--- src/rtl/halt_dump_unit.sv ---
// Halt detector and data-memory dumper: on the halt instruction it freezes the
// pipeline, drains, then streams DEPTH words over a valid/ready port.
// Optional running checksum output enabled by macro HALT_DUMP_CHECKSUM_EN.
module halt_dump_unit #(
  parameter int          DEPTH        = 512,
  parameter int          AW           = 9,
  parameter logic [31:0] HALT_INSTR   = 32'hffffffff,
  parameter int          DRAIN_CYCLES = 3
) (
  input  logic          clk,
  input  logic          reset,
  input  logic [31:0]   instr_m,
  output logic          halted,
  output logic [AW-1:0] mem_rd_addr,
  input  logic [31:0]   mem_rd_data,
  output logic          dump_valid,
  input  logic          dump_ready,
  output logic [AW-1:0] dump_addr,
  output logic [31:0]   dump_data,
  output logic          dump_last,
`ifdef HALT_DUMP_CHECKSUM_EN
  output logic          done,
  output logic [31:0]   checksum
`else
  output logic          done
`endif
);

  typedef enum logic [1:0] {
    IDLE  = 2'd0,
    DRAIN = 2'd1,
    DUMP  = 2'd2,
    DONE  = 2'd3
  } state_t;

  state_t        r_state;
  state_t        w_next_state;
  logic [3:0]    r_drain_cnt;
  logic [3:0]    w_next_drain_cnt;
  logic [AW-1:0] r_addr_cnt;
  logic [AW-1:0] w_next_addr_cnt;
  logic          r_halted;
  logic          r_dump_valid;
  logic          r_done;
  logic          w_handshake;
  logic          w_at_last;

  assign w_handshake = r_dump_valid & dump_ready;
  assign w_at_last   = (r_addr_cnt == AW'(DEPTH - 1));

  // Next-state, drain counter and address counter logic
  always_comb begin
    w_next_state     = r_state;
    w_next_drain_cnt = r_drain_cnt;
    w_next_addr_cnt  = r_addr_cnt;
    case (r_state)
      IDLE: begin
        if (instr_m == HALT_INSTR) begin
          w_next_state     = DRAIN;
          w_next_drain_cnt = 4'(DRAIN_CYCLES);
        end else begin
          w_next_state = IDLE;
        end
      end
      DRAIN: begin
        if (r_drain_cnt == 4'd0) begin
          w_next_state = DUMP;
        end else begin
          w_next_drain_cnt = r_drain_cnt - 4'd1;
        end
      end
      DUMP: begin
        // The final word parks the counter on DEPTH-1 instead of wrapping.
        if (w_handshake && w_at_last) begin
          w_next_state = DONE;
        end else if (w_handshake) begin
          w_next_addr_cnt = r_addr_cnt + {{(AW-1){1'b0}}, 1'b1};
        end else begin
          w_next_addr_cnt = r_addr_cnt;
        end
      end
      DONE: begin
        w_next_state = DONE;
      end
      default: begin
        w_next_state = IDLE;
      end
    endcase
  end

  // State and registered output flags
  always_ff @(posedge clk) begin
    if (reset) begin
      r_state      <= IDLE;
      r_drain_cnt  <= 4'd0;
      r_addr_cnt   <= {AW{1'b0}};
      r_halted     <= 1'b0;
      r_dump_valid <= 1'b0;
      r_done       <= 1'b0;
    end else begin
      r_state      <= w_next_state;
      r_drain_cnt  <= w_next_drain_cnt;
      r_addr_cnt   <= w_next_addr_cnt;
      r_halted     <= (w_next_state != IDLE);
      r_dump_valid <= (w_next_state == DUMP);
      r_done       <= (w_next_state == DONE);
    end
  end

  assign halted      = r_halted;
  assign dump_valid  = r_dump_valid;
  assign done        = r_done;
  assign dump_addr   = r_addr_cnt;
  assign mem_rd_addr = r_dump_valid ? r_addr_cnt : {AW{1'b0}};
  assign dump_data   = mem_rd_data;
  assign dump_last   = r_dump_valid & w_at_last;

`ifdef HALT_DUMP_CHECKSUM_EN
  logic [31:0] r_checksum;

  // Running sum of accepted words, restarted at each new halt
  always_ff @(posedge clk) begin
    if (reset) begin
      r_checksum <= 32'd0;
    end else if ((r_state == IDLE) && (w_next_state == DRAIN)) begin
      r_checksum <= 32'd0;
    end else if (w_handshake) begin
      r_checksum <= r_checksum + mem_rd_data;
    end else begin
      r_checksum <= r_checksum;
    end
  end

  assign checksum = r_checksum;
`endif

endmodule
--- config.mk ---
export PLATFORM = sky130hd
export DESIGN_NAME = halt_dump_unit
export DESIGN_NICKNAME = d
export VERILOG_FILES = /design/src/rtl/halt_dump_unit.sv
export SDC_FILE = /design/constraint.sdc
export NUM_CORES = 1
export LEC_CHECK = 0
export BUFFER_PORTS_ARGS = -buffer_cell sky130_fd_sc_hd__buf_2
export CAP_MARGIN = 30
export CORE_UTILIZATION = 40
export CTS_BUF_LIST = sky130_fd_sc_hd__clkbuf_4
export DETAILED_ROUTE_END_ITERATION = 7
export GPL_TIMING_DRIVEN = 0
export PLACE_DENSITY = 0.87
export SLEW_MARGIN = 20
export SYNTH_ARGS = -nofsm -noshare
export SYNTH_HDL_FRONTEND = slang
export SYNTH_SLANG_ARGS = --single-unit
--- constraint.sdc ---
create_clock -name clk -period 4.6 [get_ports clk]
set_input_delay 0.92 -clock clk [delete_from_list [all_inputs] [get_ports clk]]
set_output_delay 0.92 -clock clk [all_outputs]
set_load 0.02 [all_outputs]
==> metrics, run 1 <==
CP cell instances ha_1 -> and2_1 -> nand2_1 -> nor2_1 -> ha_1 -> and2_1 -> buf_2; Final Cycle Share 56.6%; cell family with most CP delay simple AND/OR/NAND/NOR gates; Top FF cell, synth dfxtp_1; Max Clock Skew 0.00830 ns; Worst setup EP type output port; peak supply drop 93.4 uV; Hold Path Depth 2; die area 3260 um2; Yosys reg bits 18; via count 1,286; post-route antenna net violation count 0; Initial Utilization 43.3%; Cells after Synth 150; worst stage delay on the critical path 0.40 ns; Max clock buf depth 2; largest fanout on the critical path 5; Core Rows 19; Cell Pwr Density 177 nW/um2; maximum capacitance violations 0; Hold Crit Start dump_addr[1]; share of layout cells above drive strength 1 51.9%; Avg Inst Size Synth 8.10 um2; drt via density 4.73; Die W 57.1 um; RSZ-0062 raised after global routing false; DR iter-0 viols 23; Core Area 2810 um2; Total Routing Usage GR 17.1%; Crit path buffers/inverters 1; Critical R2R Launch dump_addr[0]; total gr overflow 0; Post-CTS Setup Bufs 0; Post-DP HPWL 2.36 mm; Sink Count 18; final net count 313; routed len/inst 9.90 um; die height 57.1 um; setup-violating endpoint count in the final report 0; antenna cells 0; Fin. Hold Viols 0; Post-synth EDFFs 0; Slew @ Worst Pin 0.498 ns; final core utilization 61.2%; r2r setup slk 2.50 ns; P&R area growth vs syn 41.2%; Post-CTS Resized 0; number of buffers created by CTS 3; outcome finished, violations left; port bufs 87; register area share after synthesis 29.7%; post-layout min period 2.61 ns; Async SR Flop Fraction 0%; first-pass GRT wire length 4.48 mm; end of the worst register-to-register path dump_addr[7]; cell chosen for the clock root clkbuf_4; CTS clk-pin slew, worst paths 0.09 ns; worst min-delay path class reg -> reg; Final Wtd Congestion 0.774; initial antenna violation count 0; violated checks design-rule violations; drt drc 6; CTS tree done; setup_tns 0 ns; drt pass-1 iters 6; Post-Syn Area 1210 um2; hold path endpoint dump_addr[1]; slowest CP cell dfxtp_1; vias in the first global route 1,049; H-tree depth 1; Hold-fix buffers, CTS 0; routed wire length 2.69 mm; slew margin rel. 66.8%; fmax 384 MHz; Worst setup startpoint dump_addr[0]; Req. time, crit path 3.68 ns; Leakage 0.901 nW; WP data arrival 1.69 ns; distinct cell type count after synthesis 30; Net Count, Synth 221; Clk Latency, worst-skew pair 0.29 ns; synth warn 0; largest net degree at the start of global routing 11; R2R cell count 10; startpoint class of the critical path register; fin. max-slew vios 0; Setup Crit Path Kind reg -> out; # IOs 121
## worst reg2reg max path: stages, from the launching register on
cell	delay (ns)
dfxtp_1	0.36
ha_1	0.22
and2_1	0.18
nand2_1	0.07
nor2_1	0.04
ha_1	0.20
and4bb_1	0.28
buf_6	0.13
nand3_4	0.08
or3_1	0.32
a21oi_1	0.16
## per-layer routing
layer / share of wire, % / up-vias / track usage (%)
li1: - / 669 / -
met5: 0 / - / 0
met1: 40 / 551 / 20.3
met4: 1.6 / 0 / 8.71
met3: 7.8 / 4 / 2.95
met2: 51 / 62 / 29.7
## Yosys cell counts (3+ instances only)
cell      instances  area [um2]
a21oi_1           9        45.0
and2_1           12        75.1
and3_1            3        18.8
buf_4            32         240
clkbuf_1          3        11.3
dfxtp_1          18         360
ha_1              4        50.1
inv_1             4        15.0
nand2_1           7        26.3
nand3_1           5        25.0
nand4_1          11        68.8
nor2_1           11        41.3
nor3_1            4        20.0
xor2_1            6        52.6
## through the flow
| stage | cell area, um2 | hold slack (ns) | cells | setup WS [ns] | total power [mW] |
|---|---|---|---|---|---|
| 6_report | 1720 | 0.506 | 272 | 1.99 | 0.304 |
| 4_1_cts | 1720 | 0.511 | 272 | 1.98 | 0.307 |
| 5_1_grt | 1720 | 0.545 | 272 | 1.88 | 0.317 |
| 3_5_place_dp | 1690 | 0.497 | 268 | 2.31 | 0.230 |
| 3_3_place_gp | 1690 | 0.487 | 268 | 2.33 | 0.229 |
| 2_1_floorplan | 1210 | 0.488 | 150 | 2.31 | 0.204 |
## logic make-up (layout without fill, tap and decap cells)
logic type | count (synthesis) | in the layout | share of synthesized area [%]
compound gates | 17 | 17 | 8.45
xor+xnor | 6 | 6 | 4.33
fa+ha+maj | 4 | 4 | 4.12
buf+inv | 41 | 132 | 23.2
flops | 18 | 18 | 29.7
mux | 1 | 1 | 0.824
simple gates | 63 | 63 | 29.5
## where the power goes
part / switching, mW / internal, mW / total [mW]
sequential: 0.0000000000205 / 0.156 / 0.156
combinational: 0.0328 / 0.0376 / 0.0704
clock: 0.0466 / 0.0316 / 0.0781
## cell usage in the layout, fill, tap and decap left out, types with 3 or more instances in the layout
cell type	n
nand2_1	7
nor2_1	11
and2_1	12
buf_2	87
inv_1	4
a21oi_1	9
dfxtp_1	18
nand3_1	5
buf_4	32
nor3_1	4
nand4_1	11
clkbuf_1	3
ha_1	4
xor2_1	6
and3_1	3
clkbuf_4	3
## flip-flops by register name (all words and copies together) (netlist names)
register	flops
done	1
dump_addr	9
dump_valid	1
halted	1
r_drain_cnt	4
r_state	2
## layout make-up
class,instances,area [um2]
plain buffers,37,267
clock buffers,3,22.5
clock inverters,1,3.75
fillers,259,1090
inverters,4,15.0
multi-input cells,91,573
flip-flops and latches,18,360
well taps,31,38.8
repair buffers,87,435
## how the worst max path moves through the flow
stage                endpoint  slack (ns)  cells after the start
detailed placement  dump_last        2.31                      7
global placement    dump_last        2.33                      7
floorplan           dump_last        2.31                      6
CTS                 dump_last        1.98                      7
global route        dump_last        1.88                      7
finish              dump_last        1.99                      7
Power figures use the tool's default switching activity.
==> inputs of run 2 (changes only) <==
- CORE_UTILIZATION: 40 -> 37
- PLACE_DENSITY: 0.87 -> 0.82
- clock period: 4.6 -> 2.6 ns (I/O delays scaled with it)
==> run 2 against run 1 <==
  * The run now ends clean
  * Combinational power is 78% higher
  * Via count is 0.23% lower
  * Global-route usage is 0.18 points lower
  * Final area is 0.73% higher
  * Sequential cell count stayed put
  * Die area is 7.8% higher
  * Critical path depth stayed put
  * Non-clock buffer count stayed put
  * Register-to-register slack worse by 2.0 ns
  * Core utilization is 5.0 points lower
  * First-iteration DRC count is 4.3% higher
  * Critical path type unchanged
  * Hold slack worse by 0.0025 ns
  * Highest routed layer unchanged
==> metrics, run 2 (synthesis results as in run 1) <==
drt pass-1 iters 4 (was 6); DR iter-0 viols 24 (was 23); Total Routing Usage GR 17.0% (was 17.1%); H-tree depth 1 (unchanged); die height 59.3 um (was 57.1 um); maximum capacitance violations 0 (unchanged); met3 WL 164 um (was 209 um); sequential power share 51.2% (about the same); antenna cells 0 (unchanged); Cell Pwr Density 312 nW/um2 (was 177 nW/um2); Post-DP HPWL 2.54 mm (was 2.36 mm); Setup crit end dump_last (unchanged); Final Wtd Congestion 0.831 (was 0.774); Max clock buf depth 2 (unchanged); Hold-fix buffers, CTS 0 (unchanged); # IOs 121 (unchanged); Initial Utilization 39.5% (was 43.3%); fill count 299 (was 259); R2R cell count 10 (unchanged); post-layout min period 2.20 ns; placed insts 281 (was 268); WP data arrival 1.68 ns (was 1.69 ns); Power Total 0.538 mW (was 0.304 mW); Final Cycle Share 84.5%; number of flip-flops under the largest register name 9 (unchanged); CTS tree done (unchanged); Hold Crit Start dump_addr[8] (was dump_addr[1]); number of buffers created by CTS 3 (unchanged); Core Rows 20 (was 19); Die W 59.3 um (was 57.1 um); most frequent cells in the layout buf_2, buf_4, dfxtp_1 (unchanged); share of layout cells above drive strength 1 52.1% (was 51.9%); clock network power share 25.5% (was 25.7%); Setup WS post-layout 0.403 ns (was 1.99 ns); peak supply drop 223 uV (was 93.4 uV); Combinational Power Share 23.3% (was 23.1%); most common cell after layout, fill and taps aside buf_2 (unchanged); DRT met1 WL 1.35 mm (was 1.07 mm); Finished Layout Cells 284 (was 272); Leakage 0.899 nW (was 0.901 nW); switching share of total power 26.4% (was 26.1%); end of the worst register-to-register path dump_addr[7] (unchanged); drt via density 4.52 (was 4.73); initial antenna violation count 0 (unchanged); setup_tns 0 ns (unchanged); port bufs 87 (unchanged); post-route antenna net violation count 0 (unchanged); Core Area 3080 um2 (was 2810 um2); worst min-delay path class reg -> reg (unchanged); via count 1,283 (was 1,286); fmax 455 MHz; RSZ-0062 raised after global routing false (unchanged); hold slack 0.504 ns (was 0.506 ns); Post-CTS Setup Bufs 0 (unchanged); Fin. Hold Viols 0 (unchanged); P&R area growth vs syn 42.2% (was 41.2%); dpl ws 0.557 ns (was 2.31 ns); Slew @ Worst Pin 0.472 ns (was 0.498 ns); largest net degree at the start of global routing 11 (unchanged); Setup Crit Path Kind reg -> out (unchanged); Worst setup startpoint dump_addr[0] (unchanged); Max Clock Skew 0.00568 ns (was 0.00830 ns); drt drc 0 (was 6); r2r setup slk 0.54 ns (was 2.50 ns); routed wire length 2.99 mm (was 2.69 mm); Sink Count 18 (unchanged); multi-input logic area 573 um2 (unchanged); Top Layer Used met4 (unchanged); Clk Latency, worst-skew pair 0.29 ns (about the same); cell chosen for the clock root clkbuf_4 (unchanged); total gr overflow 0 (unchanged); fin. max-slew vios 0 (unchanged); Sw Pwr 0.142 mW (was 0.0794 mW); CTS clk-pin slew, worst paths 0.10 ns (was 0.09 ns); Critical R2R Launch dump_addr[0] (unchanged); FF+latch area 360 um2 (unchanged); routed len/inst 10.5 um (was 9.90 um); setup-violating endpoint count in the final report 0 (unchanged); metal2 WL 1.45 mm (was 1.37 mm); die area 3520 um2 (was 3260 um2); outcome finished, final reports clean (was finished, violations left); Post-CTS Resized 0 (unchanged); first-pass GRT wire length 4.62 mm (was 4.48 mm); slew margin rel. 68.2% (was 66.8%); largest fanout on the critical path 5 (unchanged); startpoint class of the critical path register (unchanged); final net count 313 (unchanged); vias in the first global route 1,078 (was 1,049); internal power 0.396 mW (was 0.225 mW); Req. time, crit path 2.08 ns (was 3.68 ns); Worst setup EP type output port (unchanged)
[run 2: changes by cell type in the layout (fill, tap and decap cells not counted), sizes merged]
cell	delta
clkinv	-1
[run 2: metal layers]
layer / GRT usage, % / vias to the layer above
li1: - / 668
met1: 21.5 / 562
met2: 29.4 / 50
met3: 3.06 / 3
met4: 4.42 / 0
met5: 0 / -
[run 2: final cells by class]
type	count	area share, %
inverter	4	0.869
buffer	37	15.4
sequential	18	20.9
multi-input combinational	91	33.2
timing repair buffer	87	25.2
clock buffer	3	1.30
tap	44	3.19
[run 2: power groups by stage]
stage                     Clock, mW  Sequential (mW)  Combinational [mW]
after floorplan                   0            0.282              0.0785
after global placement            0            0.282               0.125
after detailed placement          0            0.282               0.126
after CTS                     0.136            0.275               0.126
after global routing          0.143            0.276               0.135
final                         0.138            0.275               0.125
[run 2: per-stage QoR]
step	cell area, um2	util [%]
after floorplan	1210	-
after detailed placement	1710	55.4
after global routing	1730	56.1
final	1730	56.1
after CTS	1730	56.1
after global placement	1710	55.4
[run 2: worst max-delay path: stages, from the launching register on]
cell	delay (ns)
dfxtp_1	0.41
ha_1	0.18
and2_1	0.16
nand2_1	0.06
nor2_1	0.10
ha_1	0.19
and2_1	0.13
buf_2	0.16
[run 2: worst min-delay path by stage]
stage	endpoint	slack (ns)	cells after the start
4_1_cts	dump_addr[8]	0.51	2
5_1_grt	dump_addr[8]	0.53	2
2_1_floorplan	r_drain_cnt[0]	0.49	2
3_3_place_gp	dump_addr[8]	0.48	2
3_5_place_dp	dump_addr[8]	0.49	2
6_report	dump_addr[8]	0.50	2
==> inputs of run 3 (changes only) <==
- ABC_AREA: not set -> 1
- CORE_UTILIZATION: 37 -> 40
- clock period: 2.6 -> 2.1 ns (I/O delays scaled with it)
==> run 3 against run 2 <==
  * Core utilization is 3.8 points higher
  * Synthesized area is 17% higher
  * Die area is 7.8% higher
  * Largest cell class unchanged
  * Critical path type unchanged
  * Sequential power is 23% higher
  * Clock-buffer cell count stayed put
  * Largest power group unchanged
  * Sequential share of layout area is 2.5 points lower
  * Global-route usage is 0.20 points lower
  * First-iteration DRC count is 75% higher
==> metrics, run 3 <==
outcome finished, final reports clean (unchanged); total gr overflow 0 (unchanged); Synth area leaders dfxtp_1, buf_4, nand2_1, nor2_1, inv_1 (was dfxtp_1, buf_4, and2_1, nand4_1, xor2_1); # IOs 121 (unchanged); Max Clock Skew 0.0116 ns (was 0.00568 ns); Slew @ Worst Pin 0.375 ns (was 0.472 ns); die height 61.6 um (was 59.3 um); number of flip-flops under the largest register name 9 (unchanged); via count 1,544 (was 1,283); first-pass GRT wire length 4.89 mm (was 4.62 mm); port bufs 87 (unchanged); DR iter-0 viols 42 (was 24); slew margin rel. 75.0% (was 68.2%); post-layout min period 2.07 ns; Net Count, Synth 277 (was 221); largest net degree at the start of global routing 11 (unchanged); largest fanout on the critical path 4 (was 5); startpoint class of the critical path register (unchanged); Post-synth EDFFs 0 (unchanged); final net count 374 (was 313); vias in the first global route 1,217 (was 1,078); Total Routing Usage GR 16.8% (was 17.0%); met1 global-route usage 19.6% (was 21.5%); Avg Inst Size Synth 6.89 um2 (was 8.10 um2); routed wire length 3.27 mm (was 2.99 mm); post-route antenna net violation count 0 (unchanged); setup_tns 0 ns (unchanged); most common cell after layout, fill and taps aside buf_2 (unchanged); worst min-delay path class in -> reg (was reg -> reg); met2 Usage GRT 32.1% (was 29.4%); cell chosen for the clock root clkbuf_4 (unchanged); number of buffers created by CTS 3 (unchanged); Synth top area share 25.4% (was 29.7%); drt drc 0 (unchanged); setup-violating endpoint count in the final report 0 (unchanged); final core utilization 59.9% (was 56.1%); placed insts 339 (was 281); share of layout cells above drive strength 1 52.3% (was 52.1%); FF+latch area 370 um2 (was 360 um2); Max clock buf depth 2 (unchanged); Top FF cell, synth dfxtp_1 (unchanged); worst stage delay on the critical path 0.38 ns (was 0.41 ns); Leakage 1.13 nW (was 0.899 nW); Sink Count 18 (unchanged); initial antenna violation count 0 (unchanged); drt via density 4.44 (was 4.52); die area 3790 um2 (was 3520 um2); Yosys reg bits 18 (unchanged); Crit path buffers/inverters 3 (was 1); Clk Latency, worst-skew pair 0.29 ns (about the same); routed len/inst 9.39 um (was 10.5 um); Commonest cells post-synth nand2_1, buf_4, nor2_1 (was buf_4, dfxtp_1, and2_1); M3 GR Usage 2.73% (was 3.06%); fin. max-slew vios 0 (unchanged); Final Cycle Share 98.7%; Core Area 3360 um2 (was 3080 um2); largest area contributor in the netlist dfxtp_1 (unchanged); most common cell in the netlist nand2_1 (was buf_4); Die W 61.6 um (was 59.3 um); multi-input logic area 727 um2 (was 573 um2); Core Rows 21 (was 20); RSZ-0062 raised after global routing true (was false); Cells after Synth 206 (was 150); synth warn 0 (unchanged); maximum capacitance violations 0 (unchanged); peak supply drop 162 uV (was 223 uV); H-tree depth 1 (unchanged); slowest CP cell dfxtp_4 (was dfxtp_1); Fin. Hold Viols 0 (unchanged); Cell Pwr Density 340 nW/um2 (was 312 nW/um2); Hold-fix buffers, CTS 0 (unchanged); fill count 336 (was 299); register area share after synthesis 25.4% (was 29.7%); Final Wtd Congestion 0.824 (was 0.831); cell family with most CP delay simple AND/OR/NAND/NOR gates (unchanged); Post-Syn Area 1420 um2 (was 1210 um2); drt pass-1 iters 4 (unchanged); fmax 482 MHz; P&R area growth vs syn 42.0% (was 42.2%); antenna cells 0 (unchanged); CTS tree done (unchanged); CP cell instances nand2_2 -> inv_2 -> nand4_1 -> nor3b_2 -> ha_2 -> nand2_1 -> inv_1 -> buf_6 (was ha_1 -> and2_1 -> nand2_1 -> nor2_1 -> ha_1 -> and2_1 -> buf_2); Power Total 0.685 mW (was 0.538 mW); CTS clk-pin slew, worst paths 0.11 ns (was 0.10 ns); Top Usage Layer GRT met2 (unchanged); Post-DP HPWL 2.68 mm (was 2.54 mm); most frequent cells in the layout buf_2, nand2_1, buf_4 (was buf_2, buf_4, dfxtp_1); Initial Utilization 42.2% (was 39.5%); WP data arrival 1.65 ns (was 1.68 ns); Req. time, crit path 1.68 ns (was 2.08 ns); Async SR Flop Fraction 0% (unchanged); Finished Layout Cells 348 (was 284); Setup Crit Path Kind reg -> out (unchanged); hold slack 0.399 ns (was 0.504 ns); Worst setup EP type output port (unchanged); distinct cell type count after synthesis 30 (unchanged)
## run 3: cell types whose count changed in the layout (fill, tap and decap cells not counted), moves of 12 or more
| cell | previous run | this run |
|---|---|---|
| and2_1 | 12 | 0 |
| nor2_1 | 11 | 25 |
| nand2_1 | 7 | 43 |
| inv_1 | 4 | 23 |
## run 3: metrics by stage
stage	setup WS [ns]	instance area (um2)
3_3_place_gp	0.292	1910
6_report	0.0263	2010
5_1_grt	-0.0768	2010
3_5_place_dp	0.274	1910
4_1_cts	0.00670	1940
2_1_floorplan	0.309	1420
## run 3: area by class of cell
class | instances | share of cell area, %
flip-flops and latches | 18 | 18.4
multi-input cells | 126 | 36.1
clock buffers | 3 | 1.12
clock inverters | 1 | 0.186
plain buffers | 34 | 12.4
inverters | 28 | 5.22
well taps | 46 | 2.86
repair buffers | 92 | 23.8
## run 3: where the power goes
group | internal (mW) | switching, mW | leakage [nW]
clock network | 0.0690 | 0.105 | 0.0154
registers | 0.338 | 0.0000000000663 | 0.148
logic | 0.0877 | 0.0848 | 0.968
## run 3: cell families after synthesis
| family | after synthesis | synth area share [%] |
|---|---|---|
| and+or+nand+nor | 103 | 37.9 |
| AOI/OAI and AO/OA | 17 | 6.97 |
| xor gates and xnor gates | 2 | 1.23 |
| adders and majority gates | 4 | 3.53 |
| DFF | 18 | 25.4 |
| buffers and inverters | 62 | 25.0 |
## run 3: metal layers
layer  up-vias  wire [um]
met5         -          0
met4         0          0
met3         0        233
met2        69       1770
met1       672       1270
li1        803          -
## run 3: what timing repair did
action                                  CTS  global route
endpoints found under the setup margin    1             1
pin swaps                                 0             4
gates resized for setup                   4             9
setup buffers                             0             5
## run 3: final timing paths
path	to	slack (ns)	startpoint	cells after the start
max	dump_last	0.03	dump_addr[3]	8
min	r_drain_cnt[0]	0.40	reset	2
max reg2reg	dump_addr[6]	0.27	dump_addr[3]	11
min reg2reg	dump_addr[4]	0.47	dump_addr[4]	2
